===== src/rtl/patmatch_pkg.sv =====
// Shared types and helpers for the character pattern matcher.
// Optional build macro: PATMATCH_CASE_FOLD_EN (fold 'a'..'z' to upper case before compare).
package patmatch_pkg;

    localparam int unsigned POS_W_DEF = 16;
    localparam int unsigned CNT_W_DEF = 16;

    typedef logic [7:0] char_t;

    // Match event payload at the default counter widths.
    typedef struct packed {
        logic [POS_W_DEF-1:0] pos;
        logic [CNT_W_DEF-1:0] count;
    } event_t;

    // Map 'a'..'z' onto 'A'..'Z'; every other code passes through unchanged.
    function automatic char_t fold_upper(input char_t c);
        if ((c >= 8'h61) && (c <= 8'h7A)) begin
            return char_t'(c - 8'h20);
        end
        return c;
    endfunction

endpackage


===== src/rtl/char_pattern_matcher_if.sv =====
// Character input stream and match-event output stream of the pattern matcher.
interface char_pattern_matcher_if #(
    parameter int unsigned POS_W = 16,
    parameter int unsigned CNT_W = 16
) ();

    logic             i_flush;
    logic             i_valid;
    logic [7:0]       i_char;
    logic             i_ready;
    logic             o_valid;
    logic             o_ready;
    logic [POS_W-1:0] o_pos;
    logic [CNT_W-1:0] o_count;
    logic             o_overflow;

    // Character source and event consumer side.
    modport master (
        output i_flush, i_valid, i_char, o_ready,
        input  i_ready, o_valid, o_pos, o_count, o_overflow
    );

    // Matcher side.
    modport slave (
        input  i_flush, i_valid, i_char, o_ready,
        output i_ready, o_valid, o_pos, o_count, o_overflow
    );

endinterface


===== src/rtl/patmatch_event_fifo.sv =====
// First-word fall-through event FIFO with synchronous clear and a sticky overflow flag.
module patmatch_event_fifo #(
    parameter int unsigned WIDTH = 32,
    parameter int unsigned DEPTH = 4
) (
    input  logic             clk,
    input  logic             rst_n,
    input  logic             clr,
    input  logic             push,
    input  logic [WIDTH-1:0] din,
    input  logic             pop,
    output logic [WIDTH-1:0] dout,
    output logic             full,
    output logic             empty,
    output logic             overflow
);

    localparam int unsigned ADDR_W = $clog2(DEPTH);

    // Pointers carry one extra wrap bit to tell full from empty.
    logic [ADDR_W:0]   wr_ptr;
    logic [ADDR_W:0]   rd_ptr;
    logic [WIDTH-1:0]  mem [DEPTH];
    logic              do_push;
    logic              do_pop;

    assign empty   = (wr_ptr == rd_ptr);
    assign full    = (wr_ptr[ADDR_W] != rd_ptr[ADDR_W]) &&
                     (wr_ptr[ADDR_W-1:0] == rd_ptr[ADDR_W-1:0]);
    assign do_pop  = pop && !empty;
    // A pop in the same cycle frees the head slot, so push-while-full is legal then.
    assign do_push = push && (!full || do_pop);
    assign dout    = mem[rd_ptr[ADDR_W-1:0]];

    // Pointer update; clear wins over push and pop.
    always_ff @(posedge clk or negedge rst_n) begin
        if (!rst_n) begin
            wr_ptr <= '0;
            rd_ptr <= '0;
        end else if (clr) begin
            wr_ptr <= '0;
            rd_ptr <= '0;
        end else begin
            if (do_push) begin
                wr_ptr <= (ADDR_W+1)'(wr_ptr + 1'b1);
            end
            if (do_pop) begin
                rd_ptr <= (ADDR_W+1)'(rd_ptr + 1'b1);
            end
        end
    end

    // Storage write; contents need no reset because the pointers gate visibility.
    always_ff @(posedge clk) begin
        if (do_push && !clr) begin
            mem[wr_ptr[ADDR_W-1:0]] <= din;
        end
    end

    // Sticky flag for a push dropped because the FIFO was full with no pop; survives clear.
    always_ff @(posedge clk or negedge rst_n) begin
        if (!rst_n) begin
            overflow <= 1'b0;
        end else if (!clr && push && full && !do_pop) begin
            overflow <= 1'b1;
        end
    end

endmodule


===== src/rtl/char_pattern_matcher.sv =====
// Streaming fixed-pattern matcher reporting every (overlapping) occurrence as a FIFO event.
// Optional build macro: PATMATCH_CASE_FOLD_EN (case-insensitive compare for 'a'..'z').
module char_pattern_matcher
    import patmatch_pkg::*;
#(
    parameter int unsigned         PLEN       = 3,
    parameter logic [8*PLEN-1:0]   PATTERN    = "ABA",
    parameter int unsigned         POS_W      = 16,
    parameter int unsigned         CNT_W      = 16,
    parameter int unsigned         FIFO_DEPTH = 4
) (
    input  logic                   clk,
    input  logic                   rst,
    char_pattern_matcher_if.slave  bus
);

    localparam int unsigned WIN_W  = 8 * PLEN;
    localparam int unsigned FILL_W = $clog2(PLEN + 1);
    localparam int unsigned EV_W   = POS_W + CNT_W;

    logic [WIN_W-1:0]  win;
    logic [WIN_W-1:0]  cand;
    logic [WIN_W-1:0]  pat_cmp;
    logic [FILL_W-1:0] fill;
    logic [POS_W-1:0]  pos;
    logic [CNT_W-1:0]  match_cnt;
    char_t             in_char;
    logic              accept;
    logic              hit;
    logic              push;
    logic              pop;
    logic [EV_W-1:0]   fifo_din;
    logic [EV_W-1:0]   fifo_dout;
    logic              fifo_full;
    logic              fifo_empty;
    logic              fifo_ovf;

`ifdef PATMATCH_CASE_FOLD_EN
    // Fold the incoming character and every pattern character to upper case.
    assign in_char = fold_upper(bus.i_char);

    // Pattern is constant, so this reduces to a folded constant.
    always_comb begin
        pat_cmp = PATTERN;
        for (int i = 0; i < int'(PLEN); i++) begin
            pat_cmp[8*i +: 8] = fold_upper(PATTERN[8*i +: 8]);
        end
    end
`else
    assign in_char = bus.i_char;
    assign pat_cmp = PATTERN;
`endif

    // Candidate window: the newest PLEN-1 stored characters followed by the current one.
    assign cand     = WIN_W'({win, in_char});
    assign accept   = bus.i_valid && !fifo_full;
    assign hit      = accept && (fill >= FILL_W'(PLEN - 1)) && (cand == pat_cmp);
    assign push     = hit && !bus.i_flush;
    assign pop      = !fifo_empty && bus.o_ready && !bus.i_flush;
    assign fifo_din = {pos, CNT_W'(match_cnt + 1'b1)};

    // Window, fill, position and match counters; flush beats any accepted character.
    always_ff @(posedge clk or negedge rst) begin
        if (!rst) begin
            win       <= '0;
            fill      <= '0;
            pos       <= '0;
            match_cnt <= '0;
        end else if (bus.i_flush) begin
            fill      <= '0;
            pos       <= '0;
            match_cnt <= '0;
        end else if (accept) begin
            win <= cand;
            if (fill != FILL_W'(PLEN)) begin
                fill <= FILL_W'(fill + 1'b1);
            end
            pos <= POS_W'(pos + 1'b1);
            if (hit) begin
                match_cnt <= CNT_W'(match_cnt + 1'b1);
            end
        end
    end

    patmatch_event_fifo #(
        .WIDTH (EV_W),
        .DEPTH (FIFO_DEPTH)
    ) u_event_fifo (
        .clk      (clk),
        .rst_n    (rst),
        .clr      (bus.i_flush),
        .push     (push),
        .din      (fifo_din),
        .pop      (pop),
        .dout     (fifo_dout),
        .full     (fifo_full),
        .empty    (fifo_empty),
        .overflow (fifo_ovf)
    );

    // Event fields read as zero whenever no event is presented.
    assign bus.i_ready    = !fifo_full;
    assign bus.o_valid    = !fifo_empty;
    assign bus.o_pos      = fifo_empty ? '0 : fifo_dout[EV_W-1 -: POS_W];
    assign bus.o_count    = fifo_empty ? '0 : fifo_dout[CNT_W-1:0];
    assign bus.o_overflow = fifo_ovf;

endmodule

===== src/flat_wrapper.sv =====
// flat-port wrapper written by rule: the top's interface ports become plain ports
module char_pattern_matcher_flat import patmatch_pkg::*;
#(
    parameter int unsigned         PLEN       = 3,
    parameter logic [8*PLEN-1:0]   PATTERN    = "   ",
    parameter int unsigned         POS_W      = 16,
    parameter int unsigned         CNT_W      = 16,
    parameter int unsigned         FIFO_DEPTH = 4
)
  (clk, rst, bus_i_flush, bus_i_valid, bus_i_char, bus_o_ready, bus_i_ready, bus_o_valid, bus_o_pos, bus_o_count, bus_o_overflow);
  char_pattern_matcher_if #(.POS_W(POS_W), .CNT_W(CNT_W)) bus_i ();
  input  logic clk;
  input  logic rst;
  input wire logic [$bits(bus_i.i_flush)-1:0] bus_i_flush;
  input wire logic [$bits(bus_i.i_valid)-1:0] bus_i_valid;
  input wire logic [$bits(bus_i.i_char)-1:0] bus_i_char;
  input wire logic [$bits(bus_i.o_ready)-1:0] bus_o_ready;
  output wire logic [$bits(bus_i.i_ready)-1:0] bus_i_ready;
  output wire logic [$bits(bus_i.o_valid)-1:0] bus_o_valid;
  output wire logic [$bits(bus_i.o_pos)-1:0] bus_o_pos;
  output wire logic [$bits(bus_i.o_count)-1:0] bus_o_count;
  output wire logic [$bits(bus_i.o_overflow)-1:0] bus_o_overflow;
  assign bus_i.i_flush = bus_i_flush;
  assign bus_i.i_valid = bus_i_valid;
  assign bus_i.i_char = bus_i_char;
  assign bus_i.o_ready = bus_o_ready;
  assign bus_i_ready = bus_i.i_ready;
  assign bus_o_valid = bus_i.o_valid;
  assign bus_o_pos = bus_i.o_pos;
  assign bus_o_count = bus_i.o_count;
  assign bus_o_overflow = bus_i.o_overflow;
  char_pattern_matcher #(.PLEN(PLEN), .PATTERN(PATTERN), .POS_W(POS_W), .CNT_W(CNT_W), .FIFO_DEPTH(FIFO_DEPTH)) u_core (.clk(clk), .rst(rst), .bus(bus_i));
endmodule

===== config.mk =====
export PLATFORM = sky130hd
export DESIGN_NAME = char_pattern_matcher_flat
export DESIGN_NICKNAME = d
export VERILOG_FILES = /design/src/rtl/patmatch_pkg.sv /design/src/rtl/char_pattern_matcher_if.sv /design/src/rtl/patmatch_event_fifo.sv /design/src/rtl/char_pattern_matcher.sv /design/src/flat_wrapper.sv
export SDC_FILE = /design/constraint.sdc
export NUM_CORES = 1
export LEC_CHECK = 0
export BUFFER_PORTS_ARGS = -buffer_cell sky130_fd_sc_hd__buf_2
export CAP_MARGIN = 40
export CORE_MARGIN = 2
export CORE_UTILIZATION = 30
export DETAILED_ROUTE_END_ITERATION = 8
export GPL_TIMING_DRIVEN = 1
export SLEW_MARGIN = 20
export SYNTH_ARGS = -nofsm -noshare
export SYNTH_HDL_FRONTEND = slang
export SYNTH_SLANG_ARGS = --single-unit

===== constraint.sdc =====
create_clock -name clk -period 6.47 [get_ports clk]
set_input_delay 1.6175 -clock clk [delete_from_list [all_inputs] [get_ports clk]]
set_output_delay 1.6175 -clock clk [all_outputs]
set_load 0.005 [all_outputs]

==> run summary <==
Gpl congestion - 0.755
Ys Warns - 0
Critical setup path kind - in -> reg
Commonest non-fill, non-tap cell in the layout - edfxtp_1
Clock skew - 8.90 ps
Cts hold-fix bufs - 0
Main synth FF type - edfxtp_1
H-tree depth - 4
Resized cells post-CTS - 0
Max frequency - 252 MHz
Max incr delay on CP - 680 ps
Die W - 166 um
Initial Util - 30.3%
Sum Neg Setup Slack - 0 ps
RSZ-0062 raised after global routing - false
Vias - 4323
Type of the worst min-delay path - reg -> reg
IO Port Bufs - 47
Final core utilization - 35.5%
Diode count - 0
Site row count - 59
TritonRoute pass-1 iters - 5
Total gr overflow - 0
Crit-path cells - buf_2 -> or2_2 -> nor3_1 -> and2_1 -> buf_4
Status - completed
Area of the multi-input gates - 2450 um^2
Final nets - 575
Worst slew pin tran - 816 ps
Final setup vio count - 0
Fin crit period - 3970 ps
Cell area after synthesis - 7850 um^2
Worst vdd ir - 178 uV
Final hold vios - 0
Crit share post-route - 61.4%
Max Cap Viol - 0
Cell Pwr Density - 263 nW/um^2
CP endpoint kind - flop
Vias per cell - 4.80
TritonCTS buffer count - 17
DRC violations left - 0
Routed WL - 15300 um
First-pass GRT wire length - 25300 um
Ys async rst share - 30.8%
Post-DP HPWL - 10100 um
Post-synth EDFFs - 128
CP Data Arrival Time - 4090 ps
Register Area - 5270 um^2
Worst EP required - 6590 ps
CTS root buf - clkbuf_16
Synthesis-stage register bit count - 185
Simple-gate area share of the yosys netlist - 10.7%
Met3 routed WL - 640 um
Adder-cell share of the synthesized area - 1.43%
Startpoint Class - primary input
Sink Count - 185
Antenna violations before repair - 0
XOR/XNOR Fraction of Synth Area - 4.76%
DR WL/cell - 17.0 um
Die area - 27500 um^2
Post-synthesis compound-gate area fraction - 2.21%
Metal1 wirelength - 6930 um
Final slew viol count - 0
Detail Route Antenna Nets - 0
Global Route Usage Sum - 11.6%
Most frequent cells in the layout - 128 x edfxtp_1, 56 x dfrtp_1, 48 x buf_2, 35 x nor2_1
Mapped Cells - 494
TritonCTS clock tree - yes
Post-synthesis sequential area ratio - 67.1%
Die height - 166 um
Average cell area after synthesis - 15.9 um^2
DR iter-0 viols - 315
Layout cells sized above 1 - 27.9%
Max FO, Critical Path - 43
Slowest CP cell - and2_1
Synth cell types - 46
Longest Clk Path Bufs - 2
Met2 routed WL - 7560 um
Core Box Area - 25900 um^2
Largest net degree at the start of global routing - 58
Clk Latency, worst-skew pair - 430 ps
Main combinational cell family by area after synthesis - multiplexers
Total power - 2.42 mW
Highest Signal Layer - met4
Synthesis-to-finish area growth - 17.0%
Fill count - 2426
Pleak - 3.36 nW
Post-CTS Setup Inserts - 0
Worst-path clk slew - 80 ps
# IOs - 48
Synthesized Nets - 516
Multiplexer area fraction after synthesis - 12.0%
Number of global-route vias before repair - 4510
Relative slew slack - 45.3%
## worst max-delay path, delay by kind of cell
kind	cells	cell delay, ps
buffers and inverters	2	760
and+or+nand+nor	3	1670
## sequential cells by signal, summed over array words and instances (netlist names)
register and count:
u_core.u_event_fifo.overflow 1, u_core.win 16, u_core.pos 16, u_core.match_cnt 16
u_core.fill 2, u_core.u_event_fifo.wr_ptr 3, u_core.u_event_fifo.rd_ptr 3, u_core.u_event_fifo.mem 128
## path summary, 6_finish.rpt
| path | start | end | slack, ps | cells after the start |
|---|---|---|---|---|
| max | bus_i_flush | u_core.u_event_fifo.mem[2][1]$_DFFE_PP_ | 2500 | 5 |
| min | u_core.u_event_fifo.overflow$_DFFE_PN0P_ | u_core.u_event_fifo.overflow$_DFFE_PN0P_ | 380 | 0 |
| max reg2reg | u_core.u_event_fifo.wr_ptr[2]$_DFFE_PN0P_ | u_core.u_event_fifo.mem[2][1]$_DFFE_PP_ | 2990 | 7 |
| min reg2reg | u_core.u_event_fifo.overflow$_DFFE_PN0P_ | u_core.u_event_fifo.overflow$_DFFE_PN0P_ | 380 | 0 |
| max in group asynchronous | rst | u_core.u_event_fifo.rd_ptr[0]$_DFFE_PN0P_ | 4950 | 3 |
| min in group asynchronous | rst | u_core.u_event_fifo.overflow$_DFFE_PN0P_ | 1050 | 2 |
## report_power, final
part           internal, mW  switching (mW)  total [mW]  leakage (nW)
combinational        0.0274          0.0272      0.0545          1.02
clock                 0.539           0.531        1.07         0.307
sequential             1.28          0.0174        1.29          2.04
## cells by family (layout without fill, tap and decap cells)
logic type	Yosys count	count (layout)
flip-flops	185	185
AND/OR/NAND/NOR	147	147
multiplexers	52	52
XOR/XNOR	41	41
buffers and inverters	33	105
AO/OA/AOI/OAI	27	27
adder cells (fa/ha/maj)	9	9
## stage by stage
stage	instances	hold slack [ps]	instance area (um^2)	setup WS [ps]
after global placement	866	361	8510	2190
after floorplan	494	452	7850	426
after global routing	901	395	9190	2300
after CTS	900	382	9160	2450
after detailed placement	868	364	8520	2020
final	901	376	9190	2500
## cell usage after synthesis, types with 2 or more instances
library cell / instances / share of area, %
mux2i_1: 4 / 0.51
a21oi_1: 11 / 0.70
nand3_1: 10 / 0.64
nor3_1: 5 / 0.32
nand4_1: 4 / 0.32
nor2b_1: 32 / 2.5
nand2b_1: 3 / 0.24
nand2_1: 7 / 0.33
xnor2_1: 32 / 3.6
or3_1: 11 / 0.88
mux4_2: 32 / 9.2
xor2_1: 7 / 0.78
nor4_1: 17 / 1.4
mux2_2: 16 / 2.3
a31o_2: 2 / 0.22
and4_1: 2 / 0.22
and2_1: 5 / 0.40
ha_1: 9 / 1.4
o21ai_0: 8 / 0.51
dfrtp_1: 57 / 18
xor2_2: 2 / 0.41
inv_1: 11 / 0.53
buf_2: 8 / 0.51
and3_2: 2 / 0.19
nor2_1: 35 / 1.7
edfxtp_1: 128 / 49
clkbuf_1: 12 / 0.57
and3_1: 4 / 0.32
## area by class of cell
class                      count  share of cell area, %
inverter                      11                  0.449
multi-input combinational    276                   26.7
timing repair buffer          62                   3.98
clock inverter                15                   2.34
tap                          335                   4.56
sequential                   185                   57.4
clock buffer                  17                   4.63
## routing by layer
| layer | up-vias | global-route usage [%] |
|---|---|---|
| met5 | - | 0 |
| met4 | 0 | 3.55 |
| met3 | 15 | 2.34 |
| met2 | 100 | 19.0 |
| met1 | 2222 | 15.6 |
| li1 | 1986 | - |
Power figures use the tool's default switching activity.
